**src/rtl/adc_scan_ctrl.sv**
```systemverilog
// Scanning controller for a mux-input ADC: walks an enabled channel mask, averages
// 2^AVG_LOG2 samples per channel and keeps one averaged result per channel for readback.
module adc_scan_ctrl #(
    parameter int DATA_W   = 12,
    parameter int CH_NUM   = 16,
    parameter int CH_W     = 4,
    parameter int AVG_LOG2 = 2,
    parameter int SETTLE   = 4,
    parameter int TIMEOUT  = 1023
) (
    input  logic              CLK,
    input  logic              RSTn,
    input  logic              Start,
    input  logic              Stop,
    input  logic              Mode,
    input  logic [CH_NUM-1:0] Ch_Mask,
    output logic [CH_W-1:0]   ADC_CH,
    output logic              ADC_CONV,
    output logic              ADC_RD,
    input  logic [DATA_W-1:0] ADC_DATA,
    input  logic              ADC_STS,
    output logic              Busy,
    output logic              Result_Valid,
    output logic [CH_W-1:0]   Result_Ch,
    output logic [DATA_W-1:0] Result_Data,
    output logic              Timeout_Err,
    input  logic [CH_W-1:0]   Rd_Ch,
    output logic [DATA_W-1:0] Rd_Data
);

    localparam int ACC_W = DATA_W + AVG_LOG2;
    localparam int CNT_W = AVG_LOG2 + 1;
    localparam int SET_W = $clog2(SETTLE + 1);
    localparam int WT_W  = $clog2(TIMEOUT + 1);
    localparam logic [CNT_W-1:0] N_AVG = CNT_W'(1 << AVG_LOG2);

    typedef enum logic [2:0] {
        S_IDLE, S_SETTLE, S_CONV, S_WAIT, S_READ, S_ACC, S_NEXT
    } state_t;

    state_t state, state_nx;

    logic              mode_q;
    logic [CH_NUM-1:0] mask_q;
    logic              stop_flag;
    logic [SET_W-1:0]  settle_cnt;
    logic [WT_W-1:0]   wait_cnt;
    logic [CNT_W-1:0]  sample_cnt;
    logic [ACC_W-1:0]  acc;
    logic [DATA_W-1:0] res_mem [CH_NUM];

    // Lowest enabled channel at or above 'from'; MSB flags that one was found.
    function automatic logic [CH_W:0] first_en(input logic [CH_NUM-1:0] m, input int from);
        logic [CH_W:0] r;
        r = '0;
        for (int i = CH_NUM - 1; i >= 0; i--) begin
            if (m[i] && i >= from) r = {1'b1, CH_W'(i)};
        end
        return r;
    endfunction

    function automatic logic [DATA_W-1:0] avg_trunc(input logic [ACC_W-1:0] a);
        logic [ACC_W-1:0] s;
        s = a >> AVG_LOG2;
        return s[DATA_W-1:0];
    endfunction

    logic [CH_W:0]     start_en, low_en, nxt_en;
    logic              start_ok, timeout_hit, avg_done, stop_now;
    logic [DATA_W-1:0] avg_val;

    assign start_en    = first_en(Ch_Mask, 0);
    assign low_en      = first_en(mask_q, 0);
    assign nxt_en      = first_en(mask_q, int'(ADC_CH) + 1);
    assign start_ok    = Start && (Ch_Mask != '0);
    assign timeout_hit = (state == S_WAIT) && ADC_STS && (wait_cnt == WT_W'(TIMEOUT - 1));
    assign avg_done    = (sample_cnt == N_AVG);
    assign stop_now    = stop_flag || Stop;
    assign avg_val     = avg_trunc(acc);

    always_ff @(posedge CLK or negedge RSTn) begin
        if (!RSTn) state <= S_IDLE;
        else       state <= state_nx;
    end

    always_comb begin
        state_nx = state;
        ADC_CONV = 1'b0;
        ADC_RD   = 1'b0;
        Busy     = (state != S_IDLE);
        case (state)
            S_IDLE:   if (start_ok) state_nx = S_SETTLE;
            S_SETTLE: if (settle_cnt == SET_W'(SETTLE - 1)) state_nx = S_CONV;
            S_CONV: begin
                ADC_CONV = 1'b1;
                state_nx = S_WAIT;
            end
            S_WAIT: begin
                if (!ADC_STS)        state_nx = S_READ;
                else if (timeout_hit) state_nx = S_NEXT;
            end
            S_READ: begin
                ADC_RD   = 1'b1;
                state_nx = S_ACC;
            end
            S_ACC:    state_nx = avg_done ? S_NEXT : S_CONV;
            S_NEXT: begin
                if (stop_now)            state_nx = S_IDLE;
                else if (nxt_en[CH_W])   state_nx = S_SETTLE;
                else if (mode_q)         state_nx = S_SETTLE;
                else                     state_nx = S_IDLE;
            end
            default:  state_nx = S_IDLE;
        endcase
    end

    always_ff @(posedge CLK or negedge RSTn) begin
        if (!RSTn) begin
            mode_q       <= 1'b0;
            mask_q       <= '0;
            stop_flag    <= 1'b0;
            settle_cnt   <= '0;
            wait_cnt     <= '0;
            sample_cnt   <= '0;
            acc          <= '0;
            ADC_CH       <= '0;
            Result_Valid <= 1'b0;
            Result_Ch    <= '0;
            Result_Data  <= '0;
            Timeout_Err  <= 1'b0;
            for (int i = 0; i < CH_NUM; i++) res_mem[i] <= '0;
        end else begin
            Result_Valid <= 1'b0;
            settle_cnt   <= (state == S_SETTLE) ? settle_cnt + SET_W'(1) : '0;
            wait_cnt     <= (state == S_WAIT)   ? wait_cnt + WT_W'(1)    : '0;
            if (state != S_IDLE && Stop) stop_flag <= 1'b1;
            case (state)
                S_IDLE: begin
                    if (start_ok) begin
                        mode_q      <= Mode;
                        mask_q      <= Ch_Mask;
                        Timeout_Err <= 1'b0;
                        stop_flag   <= 1'b0;
                        ADC_CH      <= start_en[CH_W-1:0];
                        acc         <= '0;
                        sample_cnt  <= '0;
                    end
                end
                // A timed-out channel drops its partial average entirely.
                S_WAIT: begin
                    if (timeout_hit) begin
                        Timeout_Err <= 1'b1;
                        acc         <= '0;
                        sample_cnt  <= '0;
                    end
                end
                S_READ: begin
                    acc        <= acc + ACC_W'(ADC_DATA);
                    sample_cnt <= sample_cnt + CNT_W'(1);
                end
                S_ACC: begin
                    if (avg_done) begin
                        res_mem[ADC_CH] <= avg_val;
                        Result_Valid    <= 1'b1;
                        Result_Ch       <= ADC_CH;
                        Result_Data     <= avg_val;
                        acc             <= '0;
                        sample_cnt      <= '0;
                    end
                end
                // In single-scan mode ADC_CH keeps the last channel once the mask is exhausted.
                S_NEXT: begin
                    if (!stop_now) begin
                        if (nxt_en[CH_W])  ADC_CH <= nxt_en[CH_W-1:0];
                        else if (mode_q)   ADC_CH <= low_en[CH_W-1:0];
                    end
                end
                default: ;
            endcase
        end
    end

    always_comb begin
        Rd_Data = '0;
        if (int'(Rd_Ch) < CH_NUM) Rd_Data = res_mem[Rd_Ch];
    end

endmodule

```
**config.mk**
```make
export PLATFORM = sky130hd
export DESIGN_NAME = adc_scan_ctrl
export DESIGN_NICKNAME = d
export VERILOG_FILES = /design/src/rtl/adc_scan_ctrl.sv
export SDC_FILE = /design/constraint.sdc
export NUM_CORES = 1
export LEC_CHECK = 0
export CAP_MARGIN = 10
export CORE_ASPECT_RATIO = 0.5
export CORE_MARGIN = 5
export CORE_UTILIZATION = 35
export DETAILED_ROUTE_END_ITERATION = 7
export GPL_TIMING_DRIVEN = 0
export SLEW_MARGIN = 20
export SYNTH_ARGS = -nofsm -noshare
export SYNTH_HDL_FRONTEND = slang
export SYNTH_SLANG_ARGS = --single-unit
```
**constraint.sdc**
```tcl
create_clock -name CLK -period 2.73 [get_ports CLK]
set_input_delay 0.273 -clock CLK [delete_from_list [all_inputs] [get_ports CLK]]
set_output_delay 0.273 -clock CLK [all_outputs]
set_load 0.01 [all_outputs]
```
# --- After elaboration in Yosys (flattened, before gate mapping) ---
# Index checks and enable logic that the tools add are counted.
totals:
  register_bits: 265
  input_bits: 38
  output_inout_bits: 37
op_classes:
  order_cmp: 19
  reduce_logical: 34
  add_sub_neg: 5
  bitwise: 2
  eq_ne: 16
  mux: 88
op_table:
  columns: ["op", "count"]
  rows:
  - ["192-bit bitwise mux", 1]
  - ["4-bit 2-to-1 mux", 36]
  - ["5-bit 2-to-1 mux", 16]
  - ["14-bit case mux with 4 select lines", 1]
  - ["12-bit binary-select mux with 4-bit select", 1]
  - ["12-bit demux with 4-bit select", 1]
  - ["14-bit 2-to-1 mux", 3]
  - ["4-bit by 5-bit >= comparator with 1-bit output (first input constant)", 8]
  - ["12-bit 2-to-1 mux", 3]
  - ["3-bit 2-to-1 mux", 9]
  - ["1-bit logical AND", 21]
  - ["3-bit case mux with 7 select lines", 1]
  - ["3-bit by 5-bit >= comparator with 1-bit output (first input constant)", 4]
  - ["16-bit nonzero test", 1]
  - ["14-bit by 12-bit adder with 14-bit output", 1]
  - ["3-bit == test (second input constant)", 4]
  - ["1-bit 2-to-1 mux", 12]
  - ["3-bit case mux with 4 select lines", 1]
  - ["10-bit by 1-bit adder with 10-bit output (second input constant)", 1]
  - ["10-bit == test (second input constant)", 1]
  - ["1-bit by 5-bit >= comparator with 1-bit output (first input constant)", 2]
  - ["2-bit by 5-bit >= comparator with 1-bit output (first input constant)", 2]
  - ["5-bit >= comparator (second input constant)", 2]
  - ["10-bit 2-to-1 mux", 1]
  - ["18 further kinds", 31]

# --- Longest topological paths before layout ---
# Gate-level depths: netlist (run 1).
logic_depth:
  word_depth: 22
  ltp_mapped: 12
  ltp_nobuf: 10

# --- Worst setup path before layout (run 1) ---
# No wires, ideal clock.
synth_path:
  kind: "register to register"
  from: "register ADC_CH[1]"
  to: "register ADC_CH[1]"
  slack_ns: -0.088
  setup_ns: 0.141
  synth_period_minus_slack_ns: 2.818
  path_stages_with_launch: 13
  n_path_buf: 2
  arrival_ns: 2.678
  path_cell_list: "dfrtp_1 -> buf_2 -> inv_1 -> ha_1 -> buf_4 -> nand3_1 -> o221ai_1 -> o21a_1 -> o2111ai_1 -> o41ai_4 -> o22ai_2 -> o311ai_1 -> o211ai_1"
synth_between:
  elab_chain_cells: 22
synth_rtl:
  columns: ["element", "line_no", "text"]
  rows:
  - ["start: declaration", "17", "output logic [CH_W-1:0] ADC_CH,"]
  - ["start signal: assignment", "144", "ADC_CH <= start_en[CH_W-1:0];"]
  - ["start signal: assignment", "174", "if (nxt_en[CH_W]) ADC_CH <= nxt_en[CH_W-1:0];"]
  - ["start signal: assignment", "175", "else if (mode_q) ADC_CH <= low_en[CH_W-1:0];"]
  - ["4-bit by 1-bit adder with 5-bit output (*)", "74", "assign nxt_en = first_en(mask_q, int'(ADC_CH) + 1);"]
  - ["4-bit by 5-bit >= comparator with 1-bit output", "57", "if (m[i] && i >= from) r = {1'b1, CH_W'(i)};"]
  - ["1-bit logical AND", "57", null]
  - ["5-bit 2-to-1 mux (15 in a row)", "57", null]
  - ["5-bit 2-to-1 mux (*)", "57", null]
  - ["4-bit 2-to-1 mux", "174", null]
  - ["4-bit 2-to-1 mux", "173", "if (!stop_now) begin"]
  - ["4-bit case mux with 2 select lines", "137", "case (state)"]
# Mark *: on every way between the ends. The rest lies on a longest branch, timed or not. The select of a mux whose other input is x is not followed.
# A chain may end at the register's enable or synchronous reset.

# --- Final worst setup path (run 1) ---
layout_path:
  from: "register ADC_CH[0]"
  to: "register ADC_CH[1]"
# Same word-level chain as after synthesis.

==> results of run 1 <==
-- power by group through the flow --
stage	clock network, mW	registers, mW	logic (mW)
after global routing	4.38	4.68	4.12
after floorplan	0	4.58	2.34
after CTS	4.23	4.60	3.72
final	4.12	4.63	3.75
after detailed placement	0	4.70	3.46
after global placement	0	4.69	3.39
-- worst max-delay path by stage --
stage	to	cells past startpoint
2_1_floorplan	ADC_CH[1]	11
3_3_place_gp	ADC_CH[1]	1
3_5_place_dp	Rd_Data[10]	5
4_1_cts	ADC_CH[1]	12
5_1_grt	ADC_CH[1]	12
6_report	ADC_CH[1]	12
-- registers in the layout, indices dropped and copies added, names as in the netlist, 3 cells and up --
name	cells
wait_cnt	10
state	3
Result_Data	12
settle_cnt	3
sample_cnt	3
acc	14
ADC_CH	4
mask_q	16
res_mem	192
Result_Ch	4
-- kinds of logic (layout without fill, tap and decap cells) --
logic type                 count (synthesis)  count (layout)
buffers and inverters                     93             234
and+or+nand+nor                          231             231
DFF                                      265             265
AOI/OAI and AO/OA                        151             151
muxes                                    260             260
adders and majority gates                 24              24
xor gates and xnor gates                  18              18
-- routing by layer --
metal	part of all wire (%)	global-route usage [%]	wire, um	vias up
met1	45	22.0	15200	4712
met5	0	0	0	-
met2	49	28.0	16800	194
li1	-	-	-	4058
met3	3.8	2.40	1290	53
met4	2.2	3.59	766	0
-- worst register-to-register path, stage by stage, from the launching register on --
cell and delay (ps):
sky130_fd_sc_hd__dfrtp_2 420, sky130_fd_sc_hd__buf_6 160, sky130_fd_sc_hd__inv_1 120, sky130_fd_sc_hd__ha_4 330
sky130_fd_sc_hd__nand2b_1 100, sky130_fd_sc_hd__o32a_1 350, sky130_fd_sc_hd__a211oi_2 260, sky130_fd_sc_hd__nand4_1 220
sky130_fd_sc_hd__o41ai_4 500, sky130_fd_sc_hd__buf_4 190, sky130_fd_sc_hd__nand2b_4 110, sky130_fd_sc_hd__a21o_1 100
sky130_fd_sc_hd__o211ai_1 90
-- cells in the mapped netlist (all sizes together) (3+ instances only) --
| cell | n | area [um^2] |
|---|---|---|
| a21o | 6 | 45.0 |
| o311ai | 4 | 35.0 |
| and2 | 6 | 37.5 |
| o211ai | 3 | 22.5 |
| o21bai | 3 | 22.5 |
| nand3 | 18 | 90.1 |
| or3b | 3 | 26.3 |
| mux2 | 198 | 2230 |
| xor2 | 9 | 78.8 |
| nand4 | 6 | 37.5 |
| xnor2 | 9 | 78.8 |
| a22o | 4 | 35.0 |
| nor2b | 8 | 50.1 |
| a21oi | 24 | 120 |
| mux4 | 60 | 1350 |
| clkbuf | 38 | 143 |
| ha | 22 | 275 |
| o31ai | 7 | 52.6 |
| a31oi | 7 | 43.8 |
| nand2b | 6 | 37.5 |
| a211oi | 6 | 50.1 |
| nand3b | 3 | 22.5 |
| or2 | 5 | 31.3 |
| o31a | 4 | 35.0 |
| a32oi | 3 | 26.3 |
| nor3 | 10 | 50.1 |
| nor2 | 43 | 161 |
| or3 | 6 | 37.5 |
| o21a | 7 | 52.6 |
| and3 | 4 | 25.0 |
| dfrtp | 265 | 6630 |
| nand2 | 101 | 379 |
| inv | 22 | 82.6 |
| o21ai | 52 | 264 |
| a211o | 3 | 26.3 |
| buf | 32 | 155 |
| nor4 | 7 | 43.8 |
-- area by class of cell --
class | instances | area, um^2 | share of cell area [%]
Buffer | 69 | 337 | 2.12
Clock buffer | 32 | 714 | 4.50
Clock inverter | 18 | 282 | 1.77
Inverter | 23 | 91.3 | 0.576
Multi-Input combinational cell | 684 | 6270 | 39.5
Sequential cell | 265 | 6630 | 41.8
Tap cell | 494 | 618 | 3.90
Timing Repair Buffer | 92 | 916 | 5.77
-- metrics by stage --
step	instance area (um^2)	std cells	power, mW
floorplan	13200	1042	6.92
global placement	14500	1608	8.07
detailed placement	14600	1610	8.15
CTS	15800	1675	12.5
global route	15900	1677	13.2
finish	15900	1677	12.5
-- timing repair --
item	in CTS	in global routing
resized for setup	47	13
setup endpoints to repair	51	180
hold endpoints to repair	91	0
buffers inserted	14	3
hold buffers	1	0
pin swaps	8	5
==> results.md, run 1 <==
Outcome:
- The flow ran to the end, but the final reports show violations.
- The final reports fail on negative setup slack.

Placement:
- The placement-stage worst setup slack is -796 ps.
- The final RePlAce weighted congestion is 0.831.
- The number of buffers added on ports is 72.
- Once detailed placement completed, the half-perimeter wirelength came to 24300 um.

Logic synthesis:
- The portion of the post-synthesis area used by sequential elements is 50.3%.
- Summing the areas of all compound-gate instances in the mapped netlist gives 7.73% of the synthesized area.
- The mapped netlist covers 13200 um^2.
- The warning count from the yosys run is 0.
- After Yosys synthesis, XOR and XNOR cells account for 1.20% of the synthesized area.
- The netlist uses 71 different library cells.
- Synthesis inferred 265 register bits.
- When the netlist entered floorplanning its net count stood at 1103.
- The fraction of synthesized area in multiplexers is 27.3%.
- After synthesis, the share of flip-flops with an asynchronous set or reset is 100%.
- After synthesis, the largest family of logic cells by area is multiplexers.
- The mean area per synthesized cell is 12.6 um^2.
- The number of enable flip-flop cells after synthesis is 0.
- The most common flop cell mapped by yosys is sky130_fd_sc_hd__dfrtp_1.
- The share of synthesized cell area in and, or, nand and nor gates is 8.17%.
- In the synthesized netlist, the number of instances is 1042.
- The share of synthesized cell area in full adder, half adder and majority cells is 2.33%.

Cells and area:
- The number of inserted diodes is 0.
- The most common library cell in the layout ignoring fill and taps is sky130_fd_sc_hd__dfrtp_1.
- Cells with a size suffix above 1 make up 32.1% of the layout.
- In the layout the commonest cells are sky130_fd_sc_hd__dfrtp_1, sky130_fd_sc_hd__mux2_2, sky130_fd_sc_hd__nand2_1.
- The share of the core filled with cells is 42.5%.
- At the end of the flow, the number of nets in the layout was 1223.
- The number of filler instances in the final layout is 3432.
- Relative to the synthesized area, the layout overhead comes to 20.4%.

CTS:
- Clock tree synthesis found a total of 265 sinks.
- In this run the deepest clock path goes through 3 buffers.
- The clock root buffer is sky130_fd_sc_hd__clkbuf_16.
- The clock network latency to the later pin of the worst-skew pair is 560 ps.
- The register clock-pin slew on the reported worst setup and hold paths is 60 ps.
- TritonCTS built the clock tree.
- The number of clock buffers added by TritonCTS is 27.
- The level count of the clock H-tree is 1.

Power:
- Net switching is 33.9% of the power.
- Summed over all nets, the switching power comes to 4.25 mW.
- The combinational group share of total power is 30.0%.
- Power spread over the standard cell area amounts to 788 nW/um^2.
- The portion of total power attributed to sequential cells is 37.0%.
- Per report_power, the clock group accounts for 33.0% of the total.
- The analysis attributes to cell leakage a power of 7.30 nW.
- The internal power of the cells totals 8.26 mW.
- VDD sags by at most 0.000541 V.

Critical path:
- Tracing the worst setup path back leads to its startpoint at ADC_CH[0].
- The dominant delay contributor by cell family on the critical path is compound AO/OA/AOI/OAI gates.
- The source of the worst register-to-register timing path is ADC_CH[0].
- Of all nets on the critical path, the largest fanout is 10.
- Walking the worst path, the cells encountered are buf_6 > inv_1 > ha_4 > nand2b_1 > o32a_1 > a211oi_2 > nand4_1 > o41ai_4 > buf_4 > nand2b_4 > a21o_1 > o211ai_1.
- The kind of capture point of the worst setup path is a flop.
- The start-to-end type of the worst setup path is flop to flop.
- The count of buffer and inverter cells on the critical path is 3.
- The register-to-register path setup slack is -360 ps.
- The endpoint identified for the worst register-to-register timing path is ADC_CH[1].
- In this design, the stage delay of the slowest critical-path cell is 500 ps.
- The worst setup path is launched from a flop.
- Among all stages on the critical path, the largest delay is contributed by sky130_fd_sc_hd__o41ai_4.
- STA puts the critical path data arrival time at 3490 ps.
- Counting cells, the worst reg-to-reg path comes to 12.
- The required arrival time at the worst endpoint is 3130 ps.

Die:
- The die is 147 um tall.
- The initialized floorplan defines 50 standard-cell rows.
- The floorplan die width is 284 um.
- 75 I/O pins were placed.
- The area of the core region is 37300 um^2.
- The initial utilization of the core area, before any placement, comes to 35.3%.
- The area of the die is 41900 um^2.

Detailed routing:
- After detailed routing, the number of remaining DRC violations is 0.
- The detailed router placed 9017 vias in this run.
- The number of routed nets with antenna violations is 0.
- The number of violations reported at the end of detailed-routing iteration 0 is 593.
- The total routed wirelength is 34100 um.
- In the routed layout, each cell is associated on average with a via count of 5.38.
- The average routed wire per standard cell is 20.3 um.
- For this run, the detailed router's first-pass iteration total came to 5.

Global routing:
- The initial antenna violation count came to 0.
- Entering global routing, the biggest net connects 93 pins.
- The number of global-route vias before repair is 9591.
- In the global route stage, overall resource usage came out at 16.3%.
- The first global-routing pass estimated 54800 um of wire.
- The remaining global-route overflow is 0.

Flow run:
- The number of maximum-capacitance violations is 0.

Timing:
- At the pin with the least slew margin, the transition time is 964 ps.
- The smallest clock period supported by the final layout is computed as 3090 ps.
- The number of failing setup endpoints in the final timing report is 5.
- Setup repair after global routing could not meet its margin everywhere.
- Headroom to the max-slew limit came out at 35.7%.
- Summed over all failing endpoints, the final setup total negative slack is -1500 ps.
- In the post-route analysis, the smallest setup slack over all paths is -364 ps.
- The final worst-path cycle share is 113%.
- On the final layout, the worst clock skew is 26.2 ps.
- The tightest hold path in the finished design has a slack of 344 ps.
- The maximum clock frequency is 0.323 GHz.
- The number of pins with negative max-slew slack in the final report came to 0.
- The final-report hold violation count was 0.

Min path:
- The tightest min-delay check is of the input port to async pin type.
Power figures use the tool's default switching activity.
==> run 2, diff against run 1 <==
--- a/config.mk
+++ b/config.mk
@@ -11,6 +11,8 @@
 export CORE_UTILIZATION = 35
 export DETAILED_ROUTE_END_ITERATION = 7
 export GPL_TIMING_DRIVEN = 0
+export MAX_ROUTING_LAYER = met4
+export SETUP_SLACK_MARGIN = 0.4
 export SLEW_MARGIN = 20
 export SYNTH_ARGS = -nofsm -noshare
 export SYNTH_HDL_FRONTEND = slang
==> results.md, run 2 (same netlist as run 1, synthesis figures left out) <==
Cells and area:
- In the layout the commonest cells are sky130_fd_sc_hd__dfrtp_1, sky130_fd_sc_hd__mux2_2, sky130_fd_sc_hd__nand2_1.
- The multi-input combinational cell area was 6430 um^2 (+2.5%).
- The flip-flop count of the largest register, all copies and words added is 192 (unchanged).
- The largest registers in the layout are res_mem (192), mask_q (16), acc (14).
- The fraction of final layout cells with drive strength greater than 1 is 38.0% (+5.9 points).
- The most common library cell in the layout ignoring fill and taps is sky130_fd_sc_hd__dfrtp_1.
- The number of inserted diodes is 0 (unchanged).
- The count of non-filler cells in the finished layout was 1702 (+1.5%).
- The net total in the final layout is 1248 (+2.0%).
- The cell area after layout is 16200 um^2 (+2.4%).
- The area occupied by registers is 6640 um^2 (about the same).
- Relative to the synthesized area, the layout overhead comes to 23.3%.
- The number of filler instances in the final layout is 3370 (-1.8%).
- Ranked by flip-flop count, first place goes to res_mem.

Critical path:
- STA classifies the critical path endpoint as a flop.
- The data arrival time of the critical path is 3350 ps (-140 ps).
- The required arrival time at the worst endpoint is 3140 ps (about the same).
- The worst setup path is launched from a flop.
- The largest fanout on the critical path is 8 (-2).
- The start-to-end type of the worst setup path is flop to flop.
- The register-to-register path setup slack is -210 ps (+160 ps).

Power:
- The total power after layout is 12.9 mW (+2.8%).
- The power per cell area was 791 nW/um^2 (+0.38%).
- The maximum vdd drop is 0.000516 V (-4.8%).
- The leakage power is 7.47 nW (+2.3%).

Timing:
- The clock skew was 29.7 ps (+3.50 ps).
- The final worst-path cycle share is 108% (-5.7 points).
- The slew at the pin closest to its max-slew limit is 924 ps (-40.1 ps).
- Setup repair after global routing could not meet its margin everywhere.
- The final worst-path setup slack came to -209 ps (+155 ps).
- The final-report hold violation count is 0 (unchanged).
- The number of pins with negative max-slew slack in the final report is 0 (unchanged).
- The maximum clock frequency is 0.340 GHz (+5.3%).
- The shortest period the worst path allows came to 2940 ps (-155 ps).
- The sum of negative setup slack was -632 ps (+873 ps).
- The number of failing setup endpoints in the final timing report is 5 (unchanged).
- The worst max-slew margin expressed relative to the limit was 38.4% (+2.7 points).

CTS:
- The CTS buffer count is 27 (unchanged).
- TritonCTS built the clock tree.
- The clock root buffer is sky130_fd_sc_hd__clkbuf_16.
- The buffer levels on the longest clock path is 3 (unchanged).
- The clock network latency to the later pin of the worst-skew pair is 570 ps (about the same).
- The clock net sink count is 265 (unchanged).
- The level count of the clock H-tree was 1 (unchanged).
- The register clock-pin slew on the reported worst setup and hold paths is 70 ps (about the same).

Die:
- The I/O pin count is 75 (unchanged).
- The initial standard-cell utilization of the core came to 35.3% (unchanged).
- The floorplan die width is 284 um (unchanged).
- The area of the core region is 37300 um^2 (unchanged).
- The area of the die is 41900 um^2 (unchanged).
- The die height is 147 um (unchanged).
- The site row count is 50 (unchanged).

Detailed routing:
- The first-pass detailed-route iteration total came to 5 (unchanged).
- The detailed-route DRC error count is 0 (unchanged).
- The average routed wire per standard cell came to 20.6 um (+1.5%).
- The routed via count is 9110 (+1.0%).
- The average vias per placed instance was 5.35 (-0.45%).
- The number of routed nets with antenna violations is 0 (unchanged).
- The number of violations reported at the end of detailed-routing iteration 0 is 628 (+5.9%).
- The total routed wirelength is 35100 um (+3.0%).

Outcome:
- The final reports fail on negative setup slack.
- The flow ran to the end, but the final reports show violations.

Min path:
- In this run the worst hold path is classified as input port to async pin.

Placement:
- The placement-stage worst setup slack is -590 ps (+206 ps).
- The placed instance area is 14600 um^2 (about the same).
- The final RePlAce weighted congestion is 0.867 (+4.4%).
- The estimated wirelength of the detail-placed design is 24000 um (-1.1%).
- The cell count after placement is 1610 (unchanged).
- The number of buffers added on ports is 72 (unchanged).

Global routing:
- The remaining global-route overflow is 0 (unchanged).
- The maximum number of pins on one net before global-route repair is 105 (+13%).
- The global router's overall resource usage is 17.1% (+0.88 points).
- The number of global-route vias before repair is 9742 (+1.6%).
- The first-pass GRT wire length came to 56000 um (+2.2%).
- The initial antenna violation count is 0 (unchanged).

Flow run:
- The number of maximum-capacitance violations came to 0 (unchanged).
==> run 2: cell count changes in the layout (fill, tap and decap cells not counted), sizes merged, moves of 2 or more <==
cell | before | now
buf | 50 | 90
bufinv | 6 | 4
clkinvlp | 7 | 2
dlygate4sd2 | 10 | 0
inv | 22 | 24
==> run 2: worst max-delay path, stage by stage (launching register included) <==
cell,delay [ps]
sky130_fd_sc_hd__dfrtp_2,470
sky130_fd_sc_hd__buf_6,150
sky130_fd_sc_hd__inv_6,40
sky130_fd_sc_hd__ha_4,320
sky130_fd_sc_hd__buf_8,140
sky130_fd_sc_hd__or2_4,120
sky130_fd_sc_hd__a21oi_1,70
sky130_fd_sc_hd__o21ai_0,320
sky130_fd_sc_hd__nand3_2,190
sky130_fd_sc_hd__o41ai_4,450
sky130_fd_sc_hd__buf_4,190
sky130_fd_sc_hd__nand2b_4,110
sky130_fd_sc_hd__a21o_1,110
sky130_fd_sc_hd__o211ai_1,110
==> run 2: what timing repair did <==
action / CTS / global route
setup buffers: 24 / 17
gates resized for setup: 131 / 39
hold endpoints to repair: 63 / 0
pin swaps: 14 / 17
endpoints found under the setup margin: 219 / 165
hold buffers: 1 / 0
==> run 2: area by class of cell <==
type	instances	area share, %
repair buffers	116	6.90
inverters	23	0.639
flip-flops and latches	265	40.8
plain buffers	70	2.32
clock buffers	36	4.67
multi-input cells	684	39.6
well taps	494	3.80
clock inverters	14	1.24
==> run 2: final timing paths <==
check                      depth (start not counted)          start            end
max                                               13      ADC_CH[0]      ADC_CH[1]
min                                                2           RSTn   Result_Ch[2]
max reg2reg                                       13      ADC_CH[0]      ADC_CH[1]
min reg2reg                                        1  settle_cnt[0]  settle_cnt[0]
max in group asynchronous                          4           RSTn    res_mem[32]
min in group CLK                                   2           Mode         mode_q
==> run 2: metal layers <==
metal | up-vias | global-route usage (%) | wire (um)
met2 | 184 | 29.2 | 17400
met5 | - | - | 0
met3 | 57 | 2.20 | 1220
li1 | 4116 | - | -
met4 | 0 | 4.13 | 869
met1 | 4753 | 22.0 | 15600
==> run 2: power by group <==
part	total (mW)	internal, mW	switching [mW]
clock network	4.00	2.36	1.64
logic	4.22	1.83	2.39
registers	4.64	4.24	0.400
==> run 2: stage by stage <==
stage | utilization, % | hold slack, ps
3_5_place_dp | 39.2 | 253
2_1_floorplan | - | -22.6
5_1_grt | 43.6 | 300
3_3_place_gp | 39.1 | 421
6_report | 43.6 | 234
4_1_cts | 42.9 | 263
